[src/rtl/cr_tcipif_pkg.sv]
// ---------------------------------------------------------------------------
// cr_tcipif_pkg
// Shared definitions for the TCIP interface initiator and the CLINT side:
//   - state_e       : initiator FSM states (IDLE / ACCESS / RESP)
//   - CLINT_BASE_HI : address bits [31:16] of the 64 KB CLINT window
//   - CLINT register offsets inside that window
// ---------------------------------------------------------------------------
package cr_tcipif_pkg;

  typedef enum logic [1:0] {
    ST_IDLE   = 2'd0,
    ST_ACCESS = 2'd1,
    ST_RESP   = 2'd2
  } state_e;

  localparam logic [15:0] CLINT_BASE_HI = 16'hE000;

  localparam logic [15:0] MSIP        = 16'h0000;
  localparam logic [15:0] MTIMECMP_LO = 16'h4000;
  localparam logic [15:0] MTIMECMP_HI = 16'h4004;
  localparam logic [15:0] MTIME_LO    = 16'hBFF8;
  localparam logic [15:0] MTIME_HI    = 16'hBFFC;

endpackage

[src/rtl/cr_tcipif_timeout.sv]
// ---------------------------------------------------------------------------
// cr_tcipif_timeout
// Completion-timeout counter for the TCIP initiator. Counts cycles spent
// waiting for the CLINT and raises expire once TIMEOUT-1 has been reached.
// Ports:
//   clk    : clock (forever_cpuclk domain)
//   rst    : synchronous active-high reset
//   clear  : restart the count from 0 (wins over enable)
//   enable : advance the count by one this cycle
//   expire : count has reached TIMEOUT-1
// ---------------------------------------------------------------------------
module cr_tcipif_timeout #(
  parameter int TIMEOUT = 16
) (
  input  logic clk,
  input  logic rst,
  input  logic clear,
  input  logic enable,
  output logic expire
);

  localparam int CNT_W = (TIMEOUT > 1) ? $clog2(TIMEOUT) : 1;
  localparam logic [CNT_W-1:0] LAST = CNT_W'(TIMEOUT - 1);

  logic [CNT_W-1:0] count;

  // Holding at LAST keeps the counter from wrapping even if the owner keeps
  // enable high after expiry.
  always_ff @(posedge clk) begin
    if (rst) begin
      count <= '0;
    end else if (clear) begin
      count <= '0;
    end else if (enable && !expire) begin
      count <= count + CNT_W'(1);
    end
  end

  assign expire = (count == LAST);

endmodule

[src/rtl/cr_tcipif_initiator.sv]
// ---------------------------------------------------------------------------
// cr_tcipif_initiator
// Initiator end of the TCIP interface. Takes single load/store requests from
// the LSU, decodes them against the CLINT window, runs one tcipif access with
// a completion timeout and hands back read data or an error.
// Ports:
//   forever_cpuclk / cpurst          : clock, synchronous active-high reset
//   lsu_tcip_req_*  / lsu_tcip_addr,
//   lsu_tcip_write / lsu_tcip_wdata  : LSU request channel (vld/rdy)
//   tcip_lsu_resp_* / tcip_lsu_rdata,
//   lsu_tcip_resp_rdy                : LSU response channel (vld/rdy)
//   tcipif_clint_*                   : select, offset, write strobe, data
//   clint_tcipif_cmplt / _rdata      : completion and read data from CLINT
// ---------------------------------------------------------------------------
module cr_tcipif_initiator #(
  parameter logic [15:0] CLINT_BASE_HI = cr_tcipif_pkg::CLINT_BASE_HI,
  parameter int          TIMEOUT       = 16
) (
  input  logic        forever_cpuclk,
  input  logic        cpurst,
  input  logic        lsu_tcip_req_vld,
  output logic        lsu_tcip_req_rdy,
  input  logic [31:0] lsu_tcip_addr,
  input  logic        lsu_tcip_write,
  input  logic [31:0] lsu_tcip_wdata,
  output logic        tcip_lsu_resp_vld,
  output logic        tcip_lsu_resp_err,
  output logic [31:0] tcip_lsu_rdata,
  input  logic        lsu_tcip_resp_rdy,
  output logic        tcipif_clint_sel,
  output logic [15:0] tcipif_clint_addr,
  output logic        tcipif_clint_write,
  output logic [31:0] tcipif_clint_wdata,
  input  logic        clint_tcipif_cmplt,
  input  logic [31:0] clint_tcipif_rdata
);

  import cr_tcipif_pkg::*;

  state_e      state;
  state_e      state_next;

  logic [15:0] addr_q;
  logic        write_q;
  logic [31:0] wdata_q;
  logic        err_q;
  logic [31:0] rdata_q;

  logic        decode_hit;
  logic        tmo_clear;
  logic        tmo_enable;
  logic        tmo_expire;

  // Only word-aligned accesses inside the 64 KB window reach the bus.
  assign decode_hit = (lsu_tcip_addr[31:16] == CLINT_BASE_HI) &&
                      (lsu_tcip_addr[1:0] == 2'b00);

  always_ff @(posedge forever_cpuclk) begin
    if (cpurst) begin
      state <= ST_IDLE;
    end else begin
      state <= state_next;
    end
  end

  // Completion is checked before expiry so a cmplt arriving on the last
  // allowed cycle still produces a normal response.
  always_comb begin
    state_next        = state;
    lsu_tcip_req_rdy  = 1'b0;
    tcipif_clint_sel  = 1'b0;
    tcip_lsu_resp_vld = 1'b0;
    tmo_clear         = 1'b0;
    tmo_enable        = 1'b0;
    unique case (state)
      ST_IDLE: begin
        lsu_tcip_req_rdy = 1'b1;
        if (lsu_tcip_req_vld) begin
          if (decode_hit) begin
            state_next = ST_ACCESS;
            tmo_clear  = 1'b1;
          end else begin
            state_next = ST_RESP;
          end
        end
      end
      ST_ACCESS: begin
        tcipif_clint_sel = 1'b1;
        if (clint_tcipif_cmplt || tmo_expire) begin
          state_next = ST_RESP;
        end else begin
          tmo_enable = 1'b1;
        end
      end
      ST_RESP: begin
        tcip_lsu_resp_vld = 1'b1;
        if (lsu_tcip_resp_rdy) begin
          state_next = ST_IDLE;
        end
      end
      default: begin
        state_next = ST_IDLE;
      end
    endcase
  end

  // Request latch and response registers. A decode miss loads the error
  // response directly at accept time, so no bus cycle is spent on it.
  always_ff @(posedge forever_cpuclk) begin
    if (cpurst) begin
      addr_q  <= '0;
      write_q <= 1'b0;
      wdata_q <= '0;
      err_q   <= 1'b0;
      rdata_q <= '0;
    end else begin
      if (state == ST_IDLE && lsu_tcip_req_vld) begin
        addr_q  <= lsu_tcip_addr[15:0];
        write_q <= lsu_tcip_write;
        wdata_q <= lsu_tcip_wdata;
        err_q   <= !decode_hit;
        rdata_q <= '0;
      end else if (state == ST_ACCESS) begin
        if (clint_tcipif_cmplt) begin
          err_q   <= 1'b0;
          rdata_q <= write_q ? 32'h0 : clint_tcipif_rdata;
        end else if (tmo_expire) begin
          err_q   <= 1'b1;
          rdata_q <= '0;
        end
      end
    end
  end

  cr_tcipif_timeout #(
    .TIMEOUT (TIMEOUT)
  ) u_timeout (
    .clk    (forever_cpuclk),
    .rst    (cpurst),
    .clear  (tmo_clear),
    .enable (tmo_enable),
    .expire (tmo_expire)
  );

  // Bus and response fields are forced to 0 outside their owning state so
  // that stale latch contents never leak onto either interface.
  assign tcipif_clint_addr  = tcipif_clint_sel ? addr_q  : 16'h0;
  assign tcipif_clint_write = tcipif_clint_sel ? write_q : 1'b0;
  assign tcipif_clint_wdata = tcipif_clint_sel ? wdata_q : 32'h0;
  assign tcip_lsu_resp_err  = tcip_lsu_resp_vld ? err_q   : 1'b0;
  assign tcip_lsu_rdata     = tcip_lsu_resp_vld ? rdata_q : 32'h0;

endmodule

[config.mk]
export PLATFORM = sky130hd
export DESIGN_NAME = cr_tcipif_initiator
export DESIGN_NICKNAME = d
export VERILOG_FILES = /design/src/rtl/cr_tcipif_pkg.sv /design/src/rtl/cr_tcipif_timeout.sv /design/src/rtl/cr_tcipif_initiator.sv
export SDC_FILE = /design/constraint.sdc
export NUM_CORES = 1
export LEC_CHECK = 0
export CAP_MARGIN = 25
export CELL_PAD_IN_SITES_DETAIL_PLACEMENT = 0
export CELL_PAD_IN_SITES_GLOBAL_PLACEMENT = 1
export CORE_ASPECT_RATIO = 1.1
export CORE_MARGIN = 8
export CORE_UTILIZATION = 28
export CTS_CLUSTER_SIZE = 20
export DETAILED_ROUTE_END_ITERATION = 8
export PLACE_DENSITY = 0.77
export RECOVER_POWER = 100
export SETUP_SLACK_MARGIN = 0.2
export SLEW_MARGIN = 25
export SYNTH_ARGS = -nofsm -noshare
export SYNTH_HDL_FRONTEND = slang
export SYNTH_HIERARCHICAL = 1
export SYNTH_SLANG_ARGS = --single-unit
[constraint.sdc]
create_clock -name forever_cpuclk -period 2 [get_ports forever_cpuclk]
set_clock_uncertainty 0.15 [all_clocks]
set_input_delay 0.4 -clock forever_cpuclk [delete_from_list [all_inputs] [get_ports forever_cpuclk]]
set_output_delay 0.4 -clock forever_cpuclk [all_outputs]
set_load 0.02 [all_outputs]
==> metrics <==
status finished, final reports clean; Iter 0 DRT Violations 280; Root Driver clkbuf_16; WHS between 200 and 250 ps; synth cell count leaders nand2_1 (135), dfxtp_1 (88), a21oi_1 (84); final critical-path required period ~2000 ps; Synth Area in XOR/XNOR 0%; Max-slew headroom between 60 and 70%; reg2reg start state[0]; unrepaired setup endpoints after global routing yes; Fill cells roughly 1300; pin count of the biggest net entering global routing 36; R2R setup slack 170 ps; crit path max fanout 7; CP endpoint tcipif_clint_wdata[23]; CP Class register to primary output; Final GP Congestion 0.759; placed inst area 6080 sq um; synth-to-layout area growth 87.8%; r2r worst-path depth 5; die area 17800 sq um; combinational share of power approximately an eighth; total grt overflow 0; layout cells sized above 1 approximately 36%; FF-to-FF End rdata_q[6]; Synth Area in Simple Gates ~36%; Top Ports between 150 and 200; Post-Route WL ~15000 um; Total GRT Usage approximately 15%; port bufs ~190; adder-cell share of the synthesized area less than 1%; Max Cap Viol 0; clock sinks 88; clock power share a little over two fifths; Nets just over 800; most common cell in the netlist nand2_1; post-synth top area cell dfxtp_1; Synth Register Bits 88; Critical Path Source Type register; Synth Cell Area roughly 3900 sq um; Yosys cell types 35; vias in the first global route between 4000 and 5000; Critical Path RT ~1500 ps; Pwr Density ~580 nW/um^2; initial antenna violation count 1; crit path from state[1]; Chip Height between 100 and 150 um; Worst Tran Pin Value between 400 and 500 ps; H-tree levels 3; Synth Flop Type dfxtp_1; starting density of the core between 20 and 30%; die width 128 um; DR pass1 iterations 4; Slew Limit Fails 0; Leak Pwr 2.96 nW; Longest Clk Path Bufs 2; Via Count slightly above 4000; largest family of logic cells by synthesized area simple AND/OR/NAND/NOR gates; synth warn 6; dominant cells by area after synthesis dfxtp_1 (46%), and2_1 (13%), nand2_1 (13%); syn_nets a little over 600; Final period util between 90% and 100%; area of the multi-input gates 2180 sq um; Finished Cell Area 7230 sq um; Reg area about 1800 sq um; Compound-Gate Fraction of Synth Area between 10% and 20%; synthesized instance count ~500; post-synthesis async set-or-reset flop share 0%; via density per instance about 4.6; setup violators final 0; Worst-path clk slew 60 ps; Achievable Freq between 500 and 600 MHz; post-synthesis mux area share 0%; number of flops mapped to enable cells by yosys 0; crit end category primary output; CTS tree built; DRC viols 0; first-pass GRT wire length roughly 21000 um; wire length per cell 16.3 um; Reg power frac between 40% and 50%; core area 13600 sq um; WHS Path Cells 3; switching share of total power 22.5%; Mean Syn Cell Area ~7.7 sq um; post-route ant nets 0; TritonCTS buffer count 9; Rows between 40 and 50; Clk Latency, worst-skew pair 340 ps; Internal between 3 and 4 mW; post-synthesis sequential area ratio 45.7%; Final HPWL DP around 9400 um; post-synth top area share 45.7%; HP Class input port to register; P_sw ~940 uW; Peak supply drop 0.290 mV; final hold vios 0; Arr. time, crit path 1450 ps
==> cell type report <==
type	instances	share of cell area (%)
Antenna cell	1	0.0346
Sequential cell	88	24.5
Multi-Input combinational cell	372	30.2
Tap cell	188	3.25
Timing Repair Buffer	234	37.4
Clock buffer	13	3.46
Inverter	3	0.294
Clock inverter	3	0.900
==> cell usage in the layout, fill, tap and decap left out, drive strengths merged, types with 2 or more instances in the layout <==
master           n
a21oi           84
and2            83
buf            128
bufinv           2
clkbuf          19
clkdlybuf4s50   86
dfxtp           88
dlymetal6s2s    11
inv              3
nand2          135
nand2b           2
nand3           34
nand4            2
nand4b           2
nor2             6
nor2b            3
nor3             2
nor4             3
o211ai           2
o21ai            5
==> routing by layer <==
| metal | vias up | global-route usage (%) | part of all wire (%) |
|---|---|---|---|
| met3 | 23 | 6.42 | 9.6 |
| met5 | - | 0 | 0.089 |
| met2 | 150 | 24.6 | 46 |
| met1 | 1901 | 17.5 | 42 |
| met4 | 2 | 5.26 | 2.3 |
| li1 | 2053 | - | - |
==> flip-flops by register name, indices dropped and copies added (netlist names) <==
name	cells
err_q	1
write_q	1
addr_q	16
wdata_q	32
u_timeout/count	4
rdata_q	32
state	2
==> worst max-delay path: stages (launching register included) <==
cell and delay (ps):
dfxtp_2 340, nand2b_4 160, inv_8 70, buf_12 130, buf_16 130, and2_4 150
buf_6 120
==> worst min path at each step <==
stage / start / end / slack (ps)
final: lsu_tcip_addr[0] / addr_q[0] / 230
after CTS: cpurst / u_timeout/count[2] / 240
after detailed placement: rdata_q[2] / rdata_q[2] / 290
after floorplan: rdata_q[10] / rdata_q[10] / 280
after global routing: lsu_tcip_addr[0] / addr_q[0] / 220
after global placement: rdata_q[3] / rdata_q[3] / 280
==> what timing repair did <==
action / in CTS / in global routing
setup endpoints to repair: 90 / 124
pin swaps: 38 / 28
gates resized for setup: 553 / 94
cloned: 6 / 6
setup buffers: 8 / 5
hold buffers: 0 / 0
==> power by group through the flow <==
stage / logic [mW] / clock network, mW / registers [mW]
5_1_grt: 0.578 / 1.95 / 1.86
4_1_cts: 0.499 / 1.87 / 1.85
3_5_place_dp: 0.498 / 0 / 1.88
6_report: 0.531 / 1.80 / 1.85
3_3_place_gp: 0.496 / 0 / 1.88
2_1_floorplan: 0.196 / 0 / 1.88
==> through the flow <==
step                      power (mW)  setup slack (ps)  instances  setup TNS, ps  util, %
after global placement          2.38              -289        860          -4080     44.6
after CTS                       4.22             -13.9        890           -139     50.5
after global routing            4.38             -51.0        901          -1610     53.1
after floorplan                 2.07               191        501              0        -
final                           4.18              1.09        902              0     53.1
after detailed placement        2.38              -366        860          -5010     44.6
==> cell families (layout without fill, tap and decap cells) <==
family                   count (synthesis)  in the layout
AND/OR/NAND/NOR                        276            276
AO/OA/AOI/OAI                           95             95
flip-flops                              88             88
buffers and inverters                   41            253
adder cells (fa/ha/maj)                  1              1
other                                    0              1
(Power assumes the default switching activity.)
